`config.mk`:
```
export PLATFORM = sky130hd
export DESIGN_NAME = cpu_step_controller
export DESIGN_NICKNAME = d
export VERILOG_FILES = /design/src/rtl/cpu_ctrl_pkg.sv /design/src/rtl/edge_detect.sv /design/src/rtl/cpu_step_controller.sv
export SDC_FILE = /design/constraint.sdc
export NUM_CORES = 1
export LEC_CHECK = 0
export ABC_AREA = 1
export CAP_MARGIN = 10
export CELL_PAD_IN_SITES_DETAIL_PLACEMENT = 1
export CELL_PAD_IN_SITES_GLOBAL_PLACEMENT = 1
export CORE_ASPECT_RATIO = 0.6
export CORE_MARGIN = 3
export CORE_UTILIZATION = 35
export DETAILED_ROUTE_END_ITERATION = 8
export PLACE_DENSITY_LB_ADDON = 0.2
export SLEW_MARGIN = 30
export SYNTH_ARGS = -nofsm -noshare
export SYNTH_HDL_FRONTEND = slang
export SYNTH_SLANG_ARGS = --single-unit
```
`constraint.sdc`:
```
create_clock -name clk -period 2.4 [get_ports clk]
set_input_delay 0.48 -clock clk [delete_from_list [all_inputs] [get_ports clk]]
set_output_delay 0.48 -clock clk [all_outputs]
set_load 0.01 [all_outputs]
```
`src/rtl/cpu_ctrl_pkg.sv`:
```
// Shared definitions for the cpu step controller: controller states and bus width.
package cpu_ctrl_pkg;

  localparam int ADDR_WIDTH = 16;

  typedef enum logic [1:0] {
    HALT  = 2'd0,
    RUN   = 2'd1,
    BREAK = 2'd2,
    BURST = 2'd3
  } ctrl_state_e;

endpackage

```
`src/rtl/edge_detect.sv`:
```
// Rising-edge detector for an already debounced request level; the previous
// level is held in a register that clears on the synchronous reset.
module edge_detect (
  input  logic clk,
  input  logic reset,
  input  logic req,
  output logic pulse
);

  logic req_q_r;

  // previous sample of the request level
  always_ff @(posedge clk) begin
    if (reset) begin
      req_q_r <= 1'b0;
    end else begin
      req_q_r <= req;
    end
  end

  assign pulse = req & ~req_q_r;

endmodule

```
`src/rtl/cpu_step_controller.sv`:
```
// Clock-enable sequencer for the 6502 core: halt, single-step and divided free-run,
// with an address breakpoint and a tick counter. Define STEP_BURST_EN for multi-tick steps.
module cpu_step_controller
  import cpu_ctrl_pkg::*;
#(
  parameter int RATE_WIDTH  = 18,
  parameter int COUNT_WIDTH = 32
) (
  input  logic                   clk,
  input  logic                   reset,
  input  logic                   step_req,
  input  logic                   run_req,
  input  logic [RATE_WIDTH-1:0]  rate_div,
  input  logic                   bp_en,
  input  logic [ADDR_WIDTH-1:0]  bp_addr,
  input  logic [ADDR_WIDTH-1:0]  cpu_addr,
`ifdef STEP_BURST_EN
  input  logic [7:0]             step_n,
`endif
  output logic                   cpu_tick,
  output logic                   running,
  output logic                   bp_hit,
  output logic [COUNT_WIDTH-1:0] cycle_count
);

  localparam logic [RATE_WIDTH-1:0] DIV_ZERO = {RATE_WIDTH{1'b0}};
  localparam logic [RATE_WIDTH-1:0] DIV_ONE  = {{(RATE_WIDTH-1){1'b0}}, 1'b1};

  ctrl_state_e           state_r, state_s;
  logic [RATE_WIDTH-1:0] div_r, div_s;
  logic [RATE_WIDTH-1:0] period_last_s;
  logic [RATE_WIDTH-1:0] div_inc_s;
  logic                  div_wrap_s;
  logic                  tick_s;
  logic                  skip_r, skip_s;
  logic                  skip_tick_r;
  logic                  check_pending_r;
  logic                  check_hit_s;
  logic                  step_edge_s, run_edge_s;
`ifdef STEP_BURST_EN
  logic [7:0]            burst_cnt_r, burst_cnt_s;
  logic [7:0]            burst_len_s;
`endif

  edge_detect u_step_edge (
    .clk   (clk),
    .reset (reset),
    .req   (step_req),
    .pulse (step_edge_s)
  );

  edge_detect u_run_edge (
    .clk   (clk),
    .reset (reset),
    .req   (run_req),
    .pulse (run_edge_s)
  );

  // divider terminal value, breakpoint match and next-state decode
  always_comb begin
    state_s    = state_r;
    div_s      = div_r;
    skip_s     = skip_r;
    tick_s     = 1'b0;
`ifdef STEP_BURST_EN
    burst_cnt_s = burst_cnt_r;
    burst_len_s = (step_n == 8'd0) ? 8'd1 : step_n;
`endif
    // a period of max(rate_div,1)+1 means the divider tops out at max(rate_div,1)
    period_last_s = (rate_div == DIV_ZERO) ? DIV_ONE : rate_div;
    div_wrap_s    = (div_r >= period_last_s);
    div_inc_s     = div_wrap_s ? DIV_ZERO : (div_r + DIV_ONE);
`ifdef STEP_BURST_EN
    check_hit_s = check_pending_r && bp_en && (cpu_addr == bp_addr) &&
                  ((state_r == RUN) || (state_r == BURST));
`else
    check_hit_s = check_pending_r && bp_en && (cpu_addr == bp_addr) && (state_r == RUN);
`endif

    case (state_r)
      HALT: begin
        if (run_edge_s) begin
          state_s = RUN;
          div_s   = DIV_ZERO;
          skip_s  = 1'b0;
        end else if (step_edge_s) begin
`ifdef STEP_BURST_EN
          state_s     = BURST;
          div_s       = DIV_ZERO;
          skip_s      = 1'b0;
          burst_cnt_s = burst_len_s;
`else
          tick_s = 1'b1;
`endif
        end else begin
          state_s = HALT;
        end
      end
      RUN: begin
        if (run_edge_s) begin
          state_s = HALT;
          div_s   = DIV_ZERO;
        end else if (check_hit_s) begin
          state_s = BREAK;
          div_s   = DIV_ZERO;
        end else begin
          div_s  = div_inc_s;
          tick_s = div_wrap_s;
        end
      end
      BREAK: begin
        // resuming marks the next tick so its own breakpoint check is skipped
        if (run_edge_s) begin
          state_s = RUN;
          div_s   = DIV_ZERO;
          skip_s  = 1'b1;
        end else if (step_edge_s) begin
`ifdef STEP_BURST_EN
          state_s     = BURST;
          div_s       = DIV_ZERO;
          skip_s      = 1'b1;
          burst_cnt_s = burst_len_s;
`else
          state_s = HALT;
          tick_s  = 1'b1;
`endif
        end else begin
          state_s = BREAK;
        end
      end
`ifdef STEP_BURST_EN
      BURST: begin
        if (run_edge_s) begin
          state_s = RUN;
        end else if (check_hit_s) begin
          state_s = BREAK;
          div_s   = DIV_ZERO;
        end else if (burst_cnt_r == 8'd0) begin
          // hold one extra cycle so the last tick still gets its breakpoint check
          if (!cpu_tick) begin
            state_s = HALT;
            div_s   = DIV_ZERO;
          end else begin
            state_s = BURST;
          end
        end else begin
          div_s  = div_inc_s;
          tick_s = div_wrap_s;
          if (div_wrap_s) begin
            burst_cnt_s = burst_cnt_r - 8'd1;
          end else begin
            burst_cnt_s = burst_cnt_r;
          end
        end
      end
`endif
      default: begin
        state_s = HALT;
        div_s   = DIV_ZERO;
      end
    endcase

    if (tick_s) begin
      skip_s = 1'b0;
    end else begin
      skip_s = skip_s;
    end
  end

  // state, divider, breakpoint bookkeeping and registered outputs
  always_ff @(posedge clk) begin
    if (reset) begin
      state_r         <= HALT;
      div_r           <= DIV_ZERO;
      skip_r          <= 1'b0;
      skip_tick_r     <= 1'b0;
      check_pending_r <= 1'b0;
      cpu_tick        <= 1'b0;
      running         <= 1'b0;
      bp_hit          <= 1'b0;
      cycle_count     <= {COUNT_WIDTH{1'b0}};
    end else begin
      state_r         <= state_s;
      div_r           <= div_s;
      skip_r          <= skip_s;
      skip_tick_r     <= tick_s & skip_r;
      check_pending_r <= cpu_tick & ~skip_tick_r;
      cpu_tick        <= tick_s;
      running         <= (state_s == RUN);
      bp_hit          <= (state_s == BREAK);
      cycle_count     <= cycle_count + {{(COUNT_WIDTH-1){1'b0}}, cpu_tick};
    end
  end

`ifdef STEP_BURST_EN
  // remaining ticks of the current step burst
  always_ff @(posedge clk) begin
    if (reset) begin
      burst_cnt_r <= 8'd0;
    end else begin
      burst_cnt_r <= burst_cnt_s;
    end
  end
`endif

endmodule
```
==> results.md <==
- Status: completed
- Initial drt markers: between 100 and 150
- CP Max Fanout: 7
- H-tree Lvls: 3
- Peak VDD IR: between 0.3 and 0.4 mV
- Pwr dens: around 500 nW/µm²
- Starting Density: between 30% and 40%
- Net Count, Synth: 622
- Synth top area share: between 30% and 40%
- Final instance area: 5320 µm²
- Total track usage: 21.9%
- Placer's final routability congestion estimate: approximately 0.87
- Antenna-violating nets left: 0
- Post-Synthesis Cells: roughly 550
- EDFF count, synth: 0
- Compound-Gate Fraction of Synth Area: around 8.5%
- Leak: between 2 and 2.5 nW
- Nets: 743
- Worst EP required: about 2.7 ns
- Crit Path Class: in2reg
- Final hold vios: 0
- Main combinational cell family by area after synthesis: simple AND/OR/NAND/NOR gates
- Slew HR: approximately 56%
- CP arrival: 2.57 ns
- Fillers: approximately 1300
- Die ar.: roughly 12000 µm²
- Die width: 138 µm
- Hold Path Class: reg2reg
- Mux contribution to synthesized area: less than 1%
- Drt drc: 0
- Number of distinct library cells after synthesis: 38
- CTS Sinks: 60
- Worst-skew pair later-pin latency: approximately 0.33 ns
- RSZ-0062 raised after global routing: false
- Die height: 85.4 µm
- Synth cell count leaders: nand2_1 (124), inv_1 (88), nor2_1 (71)
- Total CTS buffers: 9
- First-pass GRT wire length: ~21000 µm
- Via Count: around 4000
- Fmax: roughly 430 MHz
- Ports: 90
- Synth area leader: dfxtp_1
- Root Buffer: clkbuf_16
- Share of cells above drive strength 1: 14.1%
- Syn Area/Cell: 6.74 µm²
- CP Launch Type: primary input
- Max-cap violations: 0
- N_diodes: 0
- Remaining Overflow, GRT: 0
- Port buffer count: 89
- Final Skew: 0.00909 ns
- Initial antenna violation count: 0
- Fin crit share: a little over nine tenths
- Warnings, synthesis: 0
- Routed vias/inst: 4.98
- WL/cell: ~16 µm
- Mapped Area: 3680 µm²
- Largest net degree at the start of global routing: 33
- Adder-Cell Fraction of Synth Area: between 7 and 8%
- Worst-Margin Slew: 0.663 ns
- # setup viols final: 0
- Post-Place Cell Area: about 4800 µm²
- Primary FF master, synth: dfxtp_1
- Main area contributors after synthesis: dfxtp_1 (33%), nand2_1 (13%), inv_1 (9.0%)
- XOR/XNOR Fraction of Synth Area: approximately 5.2%
- Slew Limit Fails: 0
- Async SR Flop Fraction: 0%
- Post-synthesis sequential area ratio: around a third
- CTS Buffer Depth: 2
- Pwr Total: between 2 and 3 mW
- CTS tree: done
- Simple-gate area share of the yosys netlist: 36.2%
- FF+latch count, synth: 60
- Worst-path clk slew: roughly 0.05 ns
- Worst Setup End Kind: flop
- Synthesis-to-finish area growth: 44.5%
- DPL Wire Length: between 9000 and 10000 µm
- Minimum clock period: roughly 2.3 ns
- Pre-Repair DR Iteration Count: 4
- Routed wire length: approximately 13000 µm
- Vias in the first global route: between 4000 and 5000
- Core Region: between 10000 and 15000 µm²
- Row count: 28
- Most common cell in the netlist: nand2_1
-- cell usage in the layout (no fill, tap or decap), drive strengths merged --
cell type	n
or2	10
ha	21
o21bai	1
dlymetal6s2s	11
buf	27
o21a	3
bufinv	1
clkdlybuf4s50	74
xnor2	10
clkdlybuf4s15	1
a31oi	1
nand3b	3
mux2i	1
clkinv	4
nor3b	1
nand2	133
a21o	1
o21ai	17
xor2	12
nand4	15
inv	89
a31o	1
nor4	5
and3	2
nor3	20
clkbuf	11
nand3	24
nor2	76
a21oi	34
dlygate4sd2	3
dfxtp	60
-- registers in the layout, summed over array words and instances (netlist names) --
signal               count
bp_hit                   1
skip_r                   1
cycle_count             32
div_r                   18
u_step_edge.req_q_r      1
running                  1
cpu_tick                 1
skip_tick_r              1
check_pending_r          1
state_r                  2
u_run_edge.req_q_r       1
-- routing by layer --
layer | GRT usage [%] | routed length [µm] | share of wire, % | vias to the layer above
met5 | 0 | 0 | 0 | -
met4 | 5.02 | 142 | 1.1 | 0
met3 | 6.42 | 746 | 5.9 | 13
met2 | 35.8 | 5890 | 46 | 101
met1 | 28.9 | 5980 | 47 | 1921
li1 | - | - | - | 1981
-- cell type report --
type                    count  area, µm²  area share, %
multi-input cells         391       2190           41.3
flip-flops and latches     60       1200           22.6
repair buffers            116       1120           21.0
inverters                  89        334           6.28
clock buffers              11        253           4.75
well taps                 135        169           3.18
clock inverters             5       50.0          0.941
-- worst max-delay path, cell delays in order --
cell and delay (ns):
dlygate4sd2_1 0.25, inv_2 0.06, nand4_1 0.15, nor3_2 0.20, a31o_2 0.19, ha_4 0.19
inv_2 0.04, nand2_1 0.04, nand2_1 0.05, nand2_1 0.05, nand3_1 0.07, nand3_1 0.09
nand2_1 0.11, nand2_4 0.08, o21ai_4 0.22, nand2_4 0.15, nor2_2 0.15
-- power by group --
part,switching [mW],total (mW),internal [mW]
combinational,0.144,0.301,0.157
clock,0.471,1.32,0.852
sequential,0.00546,1.01,1.01
-- cells by family after synthesis --
logic type | Yosys count
AOI/OAI and AO/OA | 58
xor gates and xnor gates | 22
adders and majority gates | 21
buffers and inverters | 96
DFF | 60
muxes | 1
and+or+nand+nor | 288
-- per-stage QoR --
stage	TNS, ns	setup WS (ns)	hold WS [ns]	std cells	util (%)
6_report	0	0.0950	0.395	807	52.9
5_1_grt	0	0.00807	0.424	807	52.9
4_1_cts	0	0.00733	0.401	804	52.1
3_5_place_dp	-10.10	-0.538	0.390	782	48.2
3_3_place_gp	-6.74	-0.349	0.387	782	48.2
2_1_floorplan	0	0.344	0.367	546	-
-- path summary, 6_finish.rpt --
kind / start / end / slack (ns) / cells after the start
setup reg to reg: cpu_tick / cycle_count[30] / 0.25 / 9
setup / recovery: rate_div[11] / div_r[12] / 0.1 / 17
hold / removal: skip_tick_r / check_pending_r / 0.40 / 1
hold reg to reg: skip_tick_r / check_pending_r / 0.40 / 1
-- timing repair --
| action | in CTS | in global routing |
|---|---|---|
| endpoints found under the hold margin | 0 | 0 |
| buffers inserted | 5 | 3 |
| cloned | 1 | 0 |
| setup endpoints to repair | 20 | 21 |
| resized for setup | 17 | 28 |
| pin swaps | 8 | 11 |
| hold buffers | 0 | 0 |
(Power assumes the default switching activity.)
